$ cat config.mk
export PLATFORM = sky130hd
export DESIGN_NAME = seq_chunk_subtractor
export DESIGN_NICKNAME = d
export VERILOG_FILES = /design/src/rtl/sub_pkg.sv /design/src/rtl/sub_chunk.sv /design/src/rtl/seq_chunk_subtractor.sv
export SDC_FILE = /design/constraint.sdc
export NUM_CORES = 1
export LEC_CHECK = 0
export CAP_MARGIN = 20
export CORE_MARGIN = 1
export CORE_UTILIZATION = 45
export CTS_CLUSTER_DIAMETER = 200
export DETAILED_ROUTE_END_ITERATION = 6
export PLACE_DENSITY = 0.7
export SKIP_LAST_GASP = 1
export SYNTH_ARGS = -nofsm -noshare
export SYNTH_HDL_FRONTEND = slang
export SYNTH_HIERARCHICAL = 1
export SYNTH_SLANG_ARGS = --single-unit
$ cat constraint.sdc
create_clock -name clk -period 4.35 [get_ports clk]
set_input_delay 0.435 -clock clk [delete_from_list [all_inputs] [get_ports clk]]
set_output_delay 0.435 -clock clk [all_outputs]
set_load 0.005 [all_outputs]
$ cat src/rtl/sub_pkg.sv
// Shared types and sizing helpers for the chunked sequential subtractor.
package sub_pkg;

  typedef enum logic [1:0] {
    IDLE = 2'd0,
    RUN  = 2'd1,
    DONE = 2'd2
  } sub_state_e;

  // Number of chunk passes needed to cover the full operand width.
  function automatic int sub_nchunk(input int width, input int chunk);
    return width / chunk;
  endfunction

  // Chunk index width; a single-chunk build still needs a 1-bit counter.
  function automatic int sub_idx_w(input int n);
    return (n <= 1) ? 1 : $clog2(n);
  endfunction

endpackage

$ cat src/rtl/sub_chunk.sv
// Combinational borrow-ripple subtract stage over W bits: diff = a - b - bin.
module sub_chunk #(
  parameter int W = 4
) (
  input  logic [W-1:0] a,
  input  logic [W-1:0] b,
  input  logic         bin,
  output logic [W-1:0] diff,
  output logic         bout
);

  // Ripple the borrow from LSB to MSB, one full-subtractor cell per bit.
  always_comb begin
    logic br;
    br   = bin;
    diff = '0;
    for (int i = 0; i < W; i++) begin
      diff[i] = a[i] ^ b[i] ^ br;
      br      = (~a[i] & b[i]) | (~(a[i] ^ b[i]) & br);
    end
    bout = br;
  end

endmodule

$ cat src/rtl/seq_chunk_subtractor.sv
// Multi-cycle subtractor: diff = a - b - bin, CHUNK bits per clock through a
// single borrow-ripple stage with the borrow carried in a register.
// Optional clamp-on-overflow input 'sat' is enabled by SEQ_SUB_SATURATE_EN.
// WIDTH must be a multiple of CHUNK and CHUNK >= 1.
module seq_chunk_subtractor
  import sub_pkg::*;
#(
  parameter int WIDTH = 16,
  parameter int CHUNK = 4
) (
  input  logic             clk,
  input  logic             rst_n,
  input  logic             start,
  input  logic [WIDTH-1:0] a,
  input  logic [WIDTH-1:0] b,
  input  logic             bin,
`ifdef SEQ_SUB_SATURATE_EN
  input  logic             sat,
`endif
  output logic             busy,
  output logic             done,
  output logic [WIDTH-1:0] diff,
  output logic             bout,
  output logic             zero,
  output logic             ovf
);

  localparam int NCHUNK = sub_nchunk(WIDTH, CHUNK);
  localparam int IW     = sub_idx_w(NCHUNK);
  localparam logic [IW-1:0]    LAST  = IW'(NCHUNK - 1);
  localparam logic [WIDTH-1:0] CMASK = WIDTH'({CHUNK{1'b1}});
  localparam logic [WIDTH-1:0] SMAX  = {1'b0, {(WIDTH-1){1'b1}}};
  localparam logic [WIDTH-1:0] SMIN  = {1'b1, {(WIDTH-1){1'b0}}};

  sub_state_e       state_q;
  logic [WIDTH-1:0] a_q, b_q, shadow_q, diff_q;
  logic [IW-1:0]    idx_q;
  logic             br_q, busy_q, done_q, bout_q, zero_q, ovf_q;
`ifdef SEQ_SUB_SATURATE_EN
  logic             sat_q;
`endif

  logic [CHUNK-1:0] ck_a, ck_b, ck_d;
  logic             ck_bo;
  logic [WIDTH-1:0] shadow_d, res_d;
  logic             ovf_d;
  logic             accept;

  // Operands are only taken when no subtraction is in flight.
  assign accept = start && (state_q != RUN);

  // Select the active chunk of each operand by shifting it down to bit 0.
  always_comb begin
    logic [WIDTH-1:0] a_sh, b_sh;
    int base;
    base = int'(idx_q) * CHUNK;
    a_sh = a_q >> base;
    b_sh = b_q >> base;
    ck_a = a_sh[CHUNK-1:0];
    ck_b = b_sh[CHUNK-1:0];
  end

  sub_chunk #(.W(CHUNK)) u_chunk (
    .a    (ck_a),
    .b    (ck_b),
    .bin  (br_q),
    .diff (ck_d),
    .bout (ck_bo)
  );

  // Merge the current chunk into the shadow and form the final flags; these
  // are only committed on the last chunk.
  always_comb begin
    int base;
    base     = int'(idx_q) * CHUNK;
    shadow_d = (shadow_q & ~(CMASK << base)) | (WIDTH'(ck_d) << base);
    ovf_d    = (a_q[WIDTH-1] != b_q[WIDTH-1]) && (shadow_d[WIDTH-1] != a_q[WIDTH-1]);
    res_d    = shadow_d;
`ifdef SEQ_SUB_SATURATE_EN
    if (sat_q && ovf_d) res_d = a_q[WIDTH-1] ? SMIN : SMAX;
`endif
  end

  // Control FSM with registered handshake and result outputs.
  always_ff @(posedge clk) begin
    if (!rst_n) begin
      state_q  <= IDLE;
      a_q      <= '0;
      b_q      <= '0;
      shadow_q <= '0;
      diff_q   <= '0;
      idx_q    <= '0;
      br_q     <= 1'b0;
      busy_q   <= 1'b0;
      done_q   <= 1'b0;
      bout_q   <= 1'b0;
      zero_q   <= 1'b0;
      ovf_q    <= 1'b0;
`ifdef SEQ_SUB_SATURATE_EN
      sat_q    <= 1'b0;
`endif
    end else begin
      done_q <= 1'b0;
      if (accept) begin
        state_q <= RUN;
        a_q     <= a;
        b_q     <= b;
        br_q    <= bin;
        idx_q   <= '0;
        busy_q  <= 1'b1;
`ifdef SEQ_SUB_SATURATE_EN
        sat_q   <= sat;
`endif
      end else begin
        case (state_q)
          RUN: begin
            shadow_q <= shadow_d;
            br_q     <= ck_bo;
            if (idx_q == LAST) begin
              state_q <= DONE;
              busy_q  <= 1'b0;
              done_q  <= 1'b1;
              diff_q  <= res_d;
              bout_q  <= ck_bo;
              zero_q  <= (res_d == '0);
              ovf_q   <= ovf_d;
            end else begin
              idx_q <= idx_q + IW'(1);
            end
          end
          DONE:    state_q <= IDLE;
          default: state_q <= IDLE;
        endcase
      end
    end
  end

  assign busy = busy_q;
  assign done = done_q;
  assign diff = diff_q;
  assign bout = bout_q;
  assign zero = zero_q;
  assign ovf  = ovf_q;

endmodule

## Word level (Yosys, flattened, before mapping)

Cells that the tools add are included.

| word-level totals | value |
|---|---|
| register bits | 74 |
| input bits | 36 |
| output and inout bits | 21 |
| word-level logic and storage cells | 79 |

| operators by class | value |
|---|---|
| $add $sub $neg | 1 |
| eq/ne operators | 6 |
| shift operators | 4 |
| muxes and demuxes | 9 |
| bitwise gates (word level) | 35 |
| reduce and logical (&&, ||, !) cells | 11 |

Operator list:

| kind | number |
|---|---|
| 16-bit by 4-bit >> shifter with 4-bit output | 2 |
| 16-bit bitwise AND | 1 |
| 16-bit zero test | 1 |
| 16-bit inverter | 1 |
| 16-bit OR | 1 |
| 4-bit by 4-bit << shifter with 16-bit output | 1 |
| 4-bit by 4-bit << shifter with 16-bit output (first input constant) | 1 |
| 1-bit inverter | 12 |
| 1-bit 2-to-1 mux | 9 |
| 1-bit bitwise AND | 8 |
| 1-bit XOR | 8 |
| 2-bit AND reduction | 3 |
| 1-bit OR | 4 |
| 2-bit nonzero test | 2 |
| 3-bit inequality test (second input constant) | 1 |
| 3-bit AND reduction | 1 |
| 3-bit OR reduction | 1 |
| 2-bit by 1-bit adder with 2-bit output (second input constant) | 1 |
| 2-bit by 1-bit == test with 1-bit output (second input constant) | 1 |
| 2-bit == test (second input constant) | 1 |
| 1-bit logical AND | 2 |
| 1-bit inequality test | 2 |
| 2-bit by 1-bit inequality test with 1-bit output (second input constant) | 1 |
| 2-bit OR reduction | 1 |

## Logic depth before layout (Yosys ltp)

| logic depth | value |
|---|---|
| word-level depth | 14 |
| gate-level depth with buffers | 14 |

## Modules after synthesis

The synthesis kept the hierarchy.

By module, submodules not included:

| module | times used | cells each | area each (um2) |
|---|---|---|---|
| seq_chunk_subtractor | 1 | 341 | 3007.9 |
| sub_chunk | 1 | 14 | 117.6 |

## Worst setup path after synthesis

OpenSTA, ideal clock, no wires.

| timing | value |
|---|---|
| kind | register to register |
| start point | register idx_q[0] |
| end point | register ovf_q, in the netlist ovf |
| library setup time | 0.125 ns |
| data arrival time | 3.404 ns |
| data required time | 4.225 ns |
| slack | 0.821 ns |
| stages on the path, launching flop included | 15 |
| buffers on the path | 2 |
| period minus slack after synthesis | 3.529 ns |
| path through | dfxtp_1 -> buf_6 -> buf_2 -> mux4_2 -> inv_1 -> fa_1 -> inv_1 -> fa_1 -> fa_1 -> inv_1 -> fa_1 -> and3_1 -> a21oi_1 -> mux2i_1 -> o21ai_0 |

| between the ends | value |
|---|---|
| cells in the longest elaborated chain, start to end | 14 |
| elaborated cells between the ends (all ways) | 31 |
| classes of those cells | 2 x eq/ne; 4 x shift; 23 x bitwise; 2 x reduce/logical |

Ends and longest elaborated chain:

| what | line | text |
|---|---|---|
| start, declared | seq_chunk_subtractor.sv:37 | `logic [IW-1:0] idx_q;` |
| start signal, assigned | seq_chunk_subtractor.sv:128 | `idx_q <= idx_q + IW'(1);` |
| 16-bit by 4-bit >> shifter with 4-bit output (*) | seq_chunk_subtractor.sv:58 | `b_sh = b_q >> base;` |
| via ck_b[0] | seq_chunk_subtractor.sv:43 | `logic [CHUNK-1:0] ck_a, ck_b, ck_d;` |
| 1-bit XOR | sub_chunk.sv:19 | `br = (~a[i] & b[i]) \| (~(a[i] ^ b[i]) & br);` |
| 1-bit inverter | sub_chunk.sv:19 |  |
| 1-bit bitwise AND | sub_chunk.sv:19 |  |
| 1-bit OR (*) | sub_chunk.sv:19 |  |
| 1-bit bitwise AND (*) | sub_chunk.sv:19 |  |
| 1-bit OR (*) | sub_chunk.sv:19 |  |
| 1-bit bitwise AND (*) | sub_chunk.sv:19 |  |
| 1-bit OR (*) | sub_chunk.sv:19 |  |
| 1-bit XOR (*) | sub_chunk.sv:18 | `diff[i] = a[i] ^ b[i] ^ br;` |
| via ck_d[3] | seq_chunk_subtractor.sv:43 |  |
| 4-bit by 4-bit << shifter with 16-bit output (*) | seq_chunk_subtractor.sv:76 | `shadow_d = (shadow_q & ~(CMASK << base)) \| (WIDTH'(ck_d) << base);` |
| 16-bit OR (*) | seq_chunk_subtractor.sv:76 |  |
| 1-bit inequality test (*) | seq_chunk_subtractor.sv:77 | `ovf_d = (a_q[WIDTH-1] != b_q[WIDTH-1]) && (shadow_d[WIDTH-1] != a_q[WIDTH-1]);` |
| 1-bit logical AND (*) | seq_chunk_subtractor.sv:77 |  |
| end signal, assigned | seq_chunk_subtractor.sv:126 | `ovf_q <= ovf_d;` |
| end, declared | seq_chunk_subtractor.sv:38 | `logic br_q, busy_q, done_q, bout_q, zero_q, ovf_q;` |

The timed path passes the listed nets; every way through them passes the cells marked *.
A chain may end at the register's enable or synchronous reset.

## Worst setup path in the final report

Ends and elaborated chain as after synthesis.

==> flow_summary_export.csv <==
group,metric,value,unit
power,power_density,387.5,nW/um2
synth,ys_async_sr_fraction,0,%
die,core-area,6756,um2
timing,fin_crit_sh,84.03,%
worst_setup_path,path_max_fanout,7,
cells_and_area,fin_nets,447,
power,switching_power,381.5,uW
timing,max_freq,273.6,MHz
timing,rsz0062_at_grt,"false",
cells_and_area,n_fill_cell,631,
timing,slew_viol_final,0,
synth,synth_largest_area_cell,"dfxtp_1",
synth,ys_ff_latch,74,
route,ant_nets,0,
route,routedWlPerCell,14.29,um
timing,setup_violations,0,
synth,synthDistinctLibCells,37,
synth,yosys.cell_count.top_type,"nand2_1",
clocking,clk_pin_slew_worst_paths,70,ps
die,dieArea,7283,um2
synth,syn_area,3125,um2
clocking,cts-htree-levels,3,
synth,synthCells,355,
clocking,clockBufferDepth,2,
hold_path,holdPathEnd,"diff[4]$_SDFFE_PN0P_",
clocking,clock-sinks,74,
hold_path,hp-class,"reg2reg",
clocking,ctsResizeCount,0,
worst_setup_path,r2r-start,"idx_q[0]$_SDFFE_PP0P_",
cells_and_area,syn2layout_area_growth,26.06,%
worst_setup_path,critPathKind,"reg2reg",
power,p_total,1.527,mW
die,die_h,85.34,um
place,dp_cells,471,
run,drv_cap,0,
worst_setup_path,reg2reg_depth,12,
worst_setup_path,crit_required,4550,ps
timing,fin_tns_setup,0,ps
synth,yosysSeqAreaShare,47.40,%
die,io_pins,57,
power,vdd_drop_max,294.7,uV
place,routabilityCongestion,0.7874,
outcome,run_status,"finished clean",
clocking,postCtsSetupBuffers,0,
hold_path,worstHoldStart,"diff[4]$_SDFFE_PN0P_",
power,intPower,1.145,mW
grt,grt_pass1_wl,11630,um
power,p_leak,1.464,nW
power,clkPwrFrac,37.7,%
timing,relSlewSlack,33.97,%
cells_and_area,final_core_util,58.31,%
cells_and_area,multi_input_area,1471,um2
synth,synth_top_cell_area_share,47.40,%
die,die_w,85.34,um
power,p_sw_share,24.99,%
timing,hold_ws,451.4,ps
hold_path,hold-path-cell-count,2,
place,io_buffers,56,
synth,yosys_most_used_dff,"dfxtp_1",
synth,synth-edff-count,0,
timing,finalHoldViolCount,0,
place,dp_hpwl,4721,um
clocking,cts_buffers,9,
die,rows,30,
route,vias_per_cell,5.330,
grt,track_usage,20.78,%
worst_setup_path,timing.rr.end,"ovf$_SDFFE_PN0P_",
power,pwr-share-seq,47.5,%
synth,netlist_top_cells_count,"83 x nand2_1, 74 x dfxtp_1, 43 x a21oi_1",
route,drtIter0Drc,179,
route,drt_wl_total,6974,um
synth,syn_nets,399,
grt,grt-ovfl-total,0,
timing,period_minus_slack,3655,ps
worst_setup_path,r2r_slack,690,ps
synth,yosys_warnings,6,
cells_and_area,regArea,1481,um2
grt,grt_pass1_vias,2466,
synth,syn-mean-instance-area,8.804,um2
cells_and_area,drive_gt1_share,7.598,%
clocking,clk_latency,340,ps
die,initial_core_util,46.26,%
timing,skew,8.213,ps
worst_setup_path,critPathLaunchType,"flop",
timing,worst_pin_slew,988.1,ps
clocking,cts_hold_buffers,0,
route,drc_errors,0,
power,comb_power_share,14.8,%
route,vias,2601,
synth,synth.area.top_cells,"dfxtp_1 47%, nand2_1 10%, a21oi_1 6.9%",
clocking,cts_tree,"built",
cells_and_area,antenna_cells,0,
worst_setup_path,cp-end-kind,"flop",
cells_and_area,instances_no_fill,488,
worst_setup_path,cp.arrival,3860,ps
clocking,clk_root_buffer_cell,"clkbuf_8",
route,dr.pass1.iters,4,
grt,grt_antenna_before_repair,0,
grt,grt_max_degree,54,
[placed cells by master (no fill, tap or decap), types with 2 or more instances in the layout]
cell,count
ha_1,4
nand2b_1,2
nor2_1,23
nand2_1,83
nand4_1,3
fa_1,4
mux2i_1,2
mux4_2,8
a22oi_1,6
bufinv_16,2
clkbuf_1,4
nand3_1,3
a21oi_1,43
buf_4,3
clkdlybuf4s50_1,56
a22o_1,4
inv_1,16
o21ai_0,13
nor2b_1,10
a211oi_1,14
nor2b_4,2
dfxtp_1,74
o21a_1,3
clkbuf_8,10
[power groups by stage]
stage	registers, mW	clock network [mW]	logic [mW]
global route	0.729	0.611	0.249
CTS	0.726	0.586	0.221
floorplan	0.734	0	0.147
finish	0.726	0.575	0.225
detailed placement	0.741	0	0.220
global placement	0.740	0	0.214
[registers in the layout, summed over array words and instances, names as in the netlist, 2 cells and up]
register,cells
diff,16
a_q,16
idx_q,2
b_q,16
state_q,2
shadow_q,16
[worst max-delay path by stage]
stage / depth (start not counted) / slack [ps] / from / end
finish: 12 / 690 / idx_q[0]$_SDFFE_PP0P_ / ovf$_SDFFE_PN0P_
global route: 12 / 390 / idx_q[0]$_SDFFE_PP0P_ / ovf$_SDFFE_PN0P_
CTS: 12 / 680 / idx_q[0]$_SDFFE_PP0P_ / ovf$_SDFFE_PN0P_
detailed placement: 12 / 680 / idx_q[0]$_SDFFE_PP0P_ / ovf$_SDFFE_PN0P_
global placement: 12 / 820 / idx_q[0]$_SDFFE_PP0P_ / ovf$_SDFFE_PN0P_
floorplan: 14 / 820 / idx_q[0]$_SDFFE_PP0P_ / ovf$_SDFFE_PN0P_
[metrics by stage]
step	setup WS, ps	cell area [um2]
after floorplan	821.0	3126
after global placement	821.8	3700
after detailed placement	683.1	3700
after CTS	676.4	3913
after global routing	387.3	3940
final	694.6	3940
[routing by layer]
layer,global-route usage [%],up-vias,wire (um)
met2,34.97,97,3475
li1,-,1305,-
met3,6.615,10,429
met4,6.818,0,107
met5,0,-,0
met1,25.34,1189,2962
[cell families after synthesis]
family	after synthesis	synth area share [%]
buf+inv	40	5.605
simple gates	132	18.42
flops	74	47.40
compound gates	91	18.01
mux	10	6.405
fa+ha+maj	8	4.163
[critical path, cell delays in order (launching register included)]
cell     delay (ps)
dfxtp_1         570
mux4_2          550
inv_1            90
fa_1            160
inv_1            50
fa_1            410
fa_1            380
inv_1            70
fa_1            500
and3_1          280
a21oi_1         170
mux2i_1         200
o21ai_0          90
[final cells by class]
class | instances | share of cell area (%)
clock buffers | 14 | 3.874
well taps | 80 | 2.540
flip-flops and latches | 74 | 37.60
inverters | 17 | 1.620
repair buffers | 60 | 15.50
clock inverters | 2 | 1.524
multi-input cells | 241 | 37.35
No activity file was read; power rests on OpenSTA's default activity.
